$ cat src/rtl/color_tx_encoder.sv
`default_nettype none
// ============================================================================
//  Module      : color_tx_encoder
//  Description : Serialises bytes into colour symbols for a downstream colour
//                decoder. Each byte becomes a frame of four symbols, MSB dibit
//                first. Each symbol is held on led with tx high for SYM_CYCLES
//                cycles and followed by GAP_CYCLES dark cycles. One byte can
//                wait in a holding buffer so that frames run back to back.
//  Ports       : p_clock    - clock, rising edge active
//                p_reset_n  - asynchronous active-low reset
//                data_in    - byte to transmit
//                data_valid - data_in is valid
//                data_ready - a byte can be accepted (holding buffer empty)
//                led        - colour pattern (registered)
//                tx         - led holds a valid symbol (registered)
//                busy       - frame in progress or byte buffered
//  Revision    : 1.0 - initial release
// ============================================================================
module color_tx_encoder #(
    parameter int SYM_CYCLES = 16,
    parameter int GAP_CYCLES = 4
) (
    input  logic       p_clock,
    input  logic       p_reset_n,
    input  logic [7:0] data_in,
    input  logic       data_valid,
    output logic       data_ready,
    output logic [2:0] led,
    output logic       tx,
    output logic       busy
);

    localparam logic [1:0] c_ST_IDLE   = 2'd0;
    localparam logic [1:0] c_ST_SYMBOL = 2'd1;
    localparam logic [1:0] c_ST_GAP    = 2'd2;

    localparam logic [7:0] c_SYM_LAST   = 8'(SYM_CYCLES - 1);
    localparam logic [7:0] c_GAP_LAST   = 8'(GAP_CYCLES - 1);
    localparam logic [1:0] c_DIBIT_LAST = 2'd3;

    logic [1:0] r_state;
    logic [7:0] r_cyc_cnt;
    logic [1:0] r_dibit_cnt;
    logic [7:0] r_shift;
    logic [7:0] r_buf;
    logic       r_buf_full;
    logic [2:0] r_led;
    logic       r_tx;

    logic [1:0] w_next_state;
    logic [7:0] w_next_cyc_cnt;
    logic [1:0] w_next_dibit_cnt;
    logic [7:0] w_next_shift;
    logic [7:0] w_next_buf;
    logic       w_next_buf_full;
    logic [2:0] w_next_led;
    logic       w_next_tx;
    logic       w_xfer;

    assign data_ready = ~r_buf_full;
    assign w_xfer     = data_valid & ~r_buf_full;
    assign busy       = (r_state != c_ST_IDLE) | r_buf_full;
    assign led        = r_led;
    assign tx         = r_tx;

    // State and datapath registers
    always_ff @(posedge p_clock or negedge p_reset_n) begin
        if (!p_reset_n) begin
            r_state     <= c_ST_IDLE;
            r_cyc_cnt   <= 8'd0;
            r_dibit_cnt <= 2'd0;
            r_shift     <= 8'd0;
            r_buf       <= 8'd0;
            r_buf_full  <= 1'b0;
            r_led       <= 3'b000;
            r_tx        <= 1'b0;
        end else begin
            r_state     <= w_next_state;
            r_cyc_cnt   <= w_next_cyc_cnt;
            r_dibit_cnt <= w_next_dibit_cnt;
            r_shift     <= w_next_shift;
            r_buf       <= w_next_buf;
            r_buf_full  <= w_next_buf_full;
            r_led       <= w_next_led;
            r_tx        <= w_next_tx;
        end
    end

    // Next-state and datapath update
    always_comb begin
        w_next_state     = r_state;
        w_next_cyc_cnt   = r_cyc_cnt;
        w_next_dibit_cnt = r_dibit_cnt;
        w_next_shift     = r_shift;
        w_next_buf       = r_buf;
        w_next_buf_full  = r_buf_full;

        case (r_state)
            c_ST_IDLE: begin
                if (w_xfer) begin
                    w_next_shift     = data_in;
                    w_next_state     = c_ST_SYMBOL;
                    w_next_cyc_cnt   = 8'd0;
                    w_next_dibit_cnt = 2'd0;
                end
            end

            c_ST_SYMBOL: begin
                if (r_cyc_cnt == c_SYM_LAST) begin
                    w_next_state   = c_ST_GAP;
                    w_next_cyc_cnt = 8'd0;
                end else begin
                    w_next_cyc_cnt = r_cyc_cnt + 8'd1;
                end
                if (w_xfer) begin
                    w_next_buf      = data_in;
                    w_next_buf_full = 1'b1;
                end
            end

            c_ST_GAP: begin
                if (r_cyc_cnt != c_GAP_LAST) begin
                    w_next_cyc_cnt = r_cyc_cnt + 8'd1;
                    if (w_xfer) begin
                        w_next_buf      = data_in;
                        w_next_buf_full = 1'b1;
                    end
                end else begin
                    w_next_cyc_cnt   = 8'd0;
                    // Wraps to 0 after the fourth symbol, ready for the next frame
                    w_next_dibit_cnt = r_dibit_cnt + 2'd1;
                    if (r_dibit_cnt != c_DIBIT_LAST) begin
                        w_next_state = c_ST_SYMBOL;
                        w_next_shift = {r_shift[5:0], 2'b00};
                        if (w_xfer) begin
                            w_next_buf      = data_in;
                            w_next_buf_full = 1'b1;
                        end
                    end else if (r_buf_full) begin
                        // Buffered byte starts with no idle cycle in between
                        w_next_shift    = r_buf;
                        w_next_buf_full = 1'b0;
                        w_next_state    = c_ST_SYMBOL;
                    end else if (w_xfer) begin
                        // Byte arriving on the frame-end edge bypasses the buffer
                        w_next_shift = data_in;
                        w_next_state = c_ST_SYMBOL;
                    end else begin
                        w_next_state = c_ST_IDLE;
                    end
                end
            end

            default: begin
                w_next_state     = c_ST_IDLE;
                w_next_cyc_cnt   = 8'd0;
                w_next_dibit_cnt = 2'd0;
            end
        endcase
    end

    // Outputs are computed from the upcoming state so that led/tx can be
    // registered and still change on the same edge as the state.
    always_comb begin
        w_next_tx  = (w_next_state == c_ST_SYMBOL);
        w_next_led = 3'b000;
        if (w_next_tx) begin
            case (w_next_shift[7:6])
                2'd0:    w_next_led = 3'b111;
                2'd1:    w_next_led = 3'b100;
                2'd2:    w_next_led = 3'b010;
                default: w_next_led = 3'b001;
            endcase
        end
    end

endmodule
`default_nettype wire

$ cat config.mk
export PLATFORM = sky130hd
export DESIGN_NAME = color_tx_encoder
export DESIGN_NICKNAME = d
export VERILOG_FILES = /design/src/rtl/color_tx_encoder.sv
export SDC_FILE = /design/constraint.sdc
export NUM_CORES = 1
export LEC_CHECK = 0
export BUFFER_PORTS_ARGS = -buffer_cell sky130_fd_sc_hd__buf_2
export CORE_ASPECT_RATIO = 1.75
export CORE_MARGIN = 1.5
export CORE_UTILIZATION = 41
export DETAILED_ROUTE_END_ITERATION = 10
export MAX_ROUTING_LAYER = met4
export PLACE_DENSITY = 0.68
export SETUP_SLACK_MARGIN = 0.4
export SYNTH_ARGS = -nofsm -noshare
export SYNTH_HDL_FRONTEND = slang
export SYNTH_SLANG_ARGS = --single-unit
$ cat constraint.sdc
create_clock -name p_clock -period 2.25 [get_ports p_clock]
set_clock_uncertainty 0.05 [all_clocks]
set_input_delay 0.225 -clock p_clock [delete_from_list [all_inputs] [get_ports p_clock]]
set_output_delay 0.225 -clock p_clock [all_outputs]
set_load 0.05 [all_outputs]
==> key figures <==
Detailed routing
  • First-pass DRT Iterations: 4
  • Final WL: ~4800 um
  • Drt drc: 0
  • Antenna Nets Post-Route: 0
  • Drt initial violations: 31
  • Vias: 1675
  • Vias per cell: 5.80
  • Post-DR wirelength/cell: 16.6 um

Logic synthesis
  • YS warnings: 0
  • Syn Nets: ~200
  • Sequential share of the synthesized area: 0.424
  • EDFF count, synth: 0
  • Cells after synthesis: ~190
  • FF+latch count, synth: 33
  • Yosys cell types: 45
  • Post-synthesis async set-or-reset flop share: 1.00
  • Synthesized area: 1950 sq um
  • Synth Flop Type: dfrtp_1
  • Post-Syn Area per Cell: 10.3 sq um

STA
  • Worst-margin pin slew: 0.769 ns
  • Final Critical Period: 2.02 ns
  • Tcrit/Tclk final: 0.898
  • Final setup fails: 0
  • Setup TNS: 0 ns
  • Slew HR: 0.487
  • Peak Freq: 0.495 GHz
  • Final Hold Fails: 0
  • RSZ-0062 raised after global routing: yes
  • Worst Setup Slack, final: between 0.2 and 0.25 ns
  • Slew Viols, Final: 0

GRT
  • GRT Util Overall: 0.205
  • Largest net degree at the start of global routing: 34
  • Initial antenna violation count: 0
  • Vias in the first global route: roughly 1600
  • Overflow after GRT: 0
  • First-pass GRT wire length: 7470 um

Worst setup path
  • CP max FO: 3
  • FF-to-FF Start: r_state[0]$_DFF_PN0_
  • Req. time, crit path: about 2.4 ns
  • Bufs and invs on worst path: 1
  • R2r worst-path depth: 7
  • Stages on worst setup path: 7
  • CP max-delay cell: or4bb_4
  • CP arrival: 2.17 ns
  • Critical path class: reg -> reg
  • CP Capture Type: register
  • Max stage delay on crit path: about 0.49 ns
  • CP delay by family, top: simple AND/OR/NAND/NOR gates
  • Crit path from: r_state[0]$_DFF_PN0_
  • Critical path startpoint category: register
  • Crit-path cells: inv_2 > ha_4 > or4bb_4 > o211ai_1 > o221ai_2 > xor2_1 > nor3_2

Worst hold path
  • Hold Path Origin: data_in[0]
  • Hold Path Depth: 2
  • Worst Hold Class: in -> reg

Clock network
  • CTS buffer count: 5
  • Clock Tree Buf Depth: 2
  • CTS tree: built
  • Clock-pin slew on the worst setup and hold paths: 0.06 ns
  • CTS root buffer: clkbuf_8
  • Clock Sinks: 33
  • Clock Latency Late Sink: 0.28 ns
  • CTS H-Tree Depth: 2

Placement
  • Placed cell count: 263
  • Routability Congestion: approximately 0.81
  • Dpl hpwl: between 3000 and 4000 um
  • Input/output buffers: 16
  • Setup WS pre-CTS: 0.157 ns

Cells and area
  • Area growth syn-to-layout: 30.9%
  • Layout cells sized above 1: 0.422
  • Finished Layout Cells: 289
  • Final core utilization: 0.551
  • Post-layout nets: 254
  • Antenna fix cells: 0

Power
  • VDD IR max: approximately 0.00057 V
  • PD cells: 922 nW/um^2
  • Tot Pwr: 2.35 mW
  • Static leakage: 1.17 nW

Floorplan
  • Die area: approximately 5200 sq um
  • Die extent in x: 55.1 um
  • Die Height: around 94 um
  • Row count: 33
  • I/O pins: 17
  • Starting Density: 0.421
  • Area of the core: 4620 sq um

Run status
  • Status: finished, final reports clean

Flow run
  • Max Cap Viol: 0
## final cells by class
class | count | area, sq um
Fill cell | 423 | 2070
Tap cell | 52 | 65.1
Sequential cell | 33 | 828
Inverter | 6 | 22.5
Clock buffer | 7 | 86.3
Multi-Input combinational cell | 143 | 1210
Timing Repair Buffer | 48 | 342
## placed cells by master (no fill, tap or decap), drive strengths merged, types with 7 or more instances in the layout
cell / count
nand2: 14
mux2: 10
a21oi: 11
o21ai: 13
nor3: 11
nand3: 7
nor2: 10
mux2i: 10
clkbuf: 7
dfrtp: 33
a221o: 7
buf: 47
## kinds of logic (layout without fill, tap and decap cells)
| group | after synthesis | in the layout | synth area share |
|---|---|---|---|
| buffers and inverters | 13 | 61 | 0.0270 |
| xor gates and xnor gates | 3 | 3 | 0.0135 |
| AOI/OAI and AO/OA | 53 | 53 | 0.200 |
| adders and majority gates | 6 | 6 | 0.0385 |
| DFF | 33 | 33 | 0.424 |
| and+or+nand+nor | 61 | 61 | 0.188 |
| muxes | 20 | 20 | 0.109 |
## report_power, final
part / internal, mW / switching [mW] / leakage [nW]
clock: 0.243 / 0.209 / 0.0443
combinational: 0.452 / 0.573 / 0.697
sequential: 0.766 / 0.108 / 0.428
## final timing paths
path	endpoint	slack (ns)
worst min register to register	r_buf[4]$_DFFE_PN0P_	0.46
min in group asynchronous	r_buf[4]$_DFFE_PN0P_	0.50
worst max register to register	led[0]$_DFF_PN0_	0.23
max in group asynchronous	r_cyc_cnt[6]$_DFFE_PN0P_	1.11
worst min-delay path	r_shift[0]$_DFFE_PN0P_	0.15
worst max-delay path	led[0]$_DFF_PN0_	0.23
## per-stage QoR
| step | hold slack, ns | area, sq um |
|---|---|---|
| detailed placement | 0.285 | 2210 |
| floorplan | -0.121 | 2010 |
| global placement | 0.276 | 2210 |
| global route | 0.160 | 2550 |
| finish | 0.151 | 2550 |
| CTS | 0.154 | 2450 |
## state kept, by name, indices dropped and copies added (netlist names)
register,flops
r_dibit_cnt,2
led,3
tx,1
r_cyc_cnt,8
r_shift,8
r_buf,8
r_state,2
r_buf_full,1
## metal layers
metal,vias to the layer above,track usage,share of wire
li1,807,-,-
met2,33,0.362,0.56
met4,0,0.0833,0.034
met5,-,-,0
met1,821,0.214,0.39
met3,14,0.0334,0.024
## cells in the mapped netlist (all sizes together), types with 4 or more instances
cell type / n / area share
dfrtp: 33 / 0.42
buf: 4 / 0.0096
a221o: 7 / 0.036
a22o: 5 / 0.027
nand3: 7 / 0.018
nand2: 14 / 0.027
mux2: 10 / 0.058
nor2: 10 / 0.023
o21ai: 13 / 0.035
a21oi: 11 / 0.028
inv: 6 / 0.012
mux2i: 10 / 0.051
nor3: 11 / 0.044
ha: 6 / 0.039
nor2b: 5 / 0.016
## timing repair
action                                 in CTS  in global routing
gates resized for setup                    11                 15
setup buffers                              13                  5
endpoints found under the hold margin      33                  0
hold buffers                                1                  0
pin swaps                                   9                  9
setup endpoints to repair                  24                 24
No activity file was read; power rests on OpenSTA's default activity.
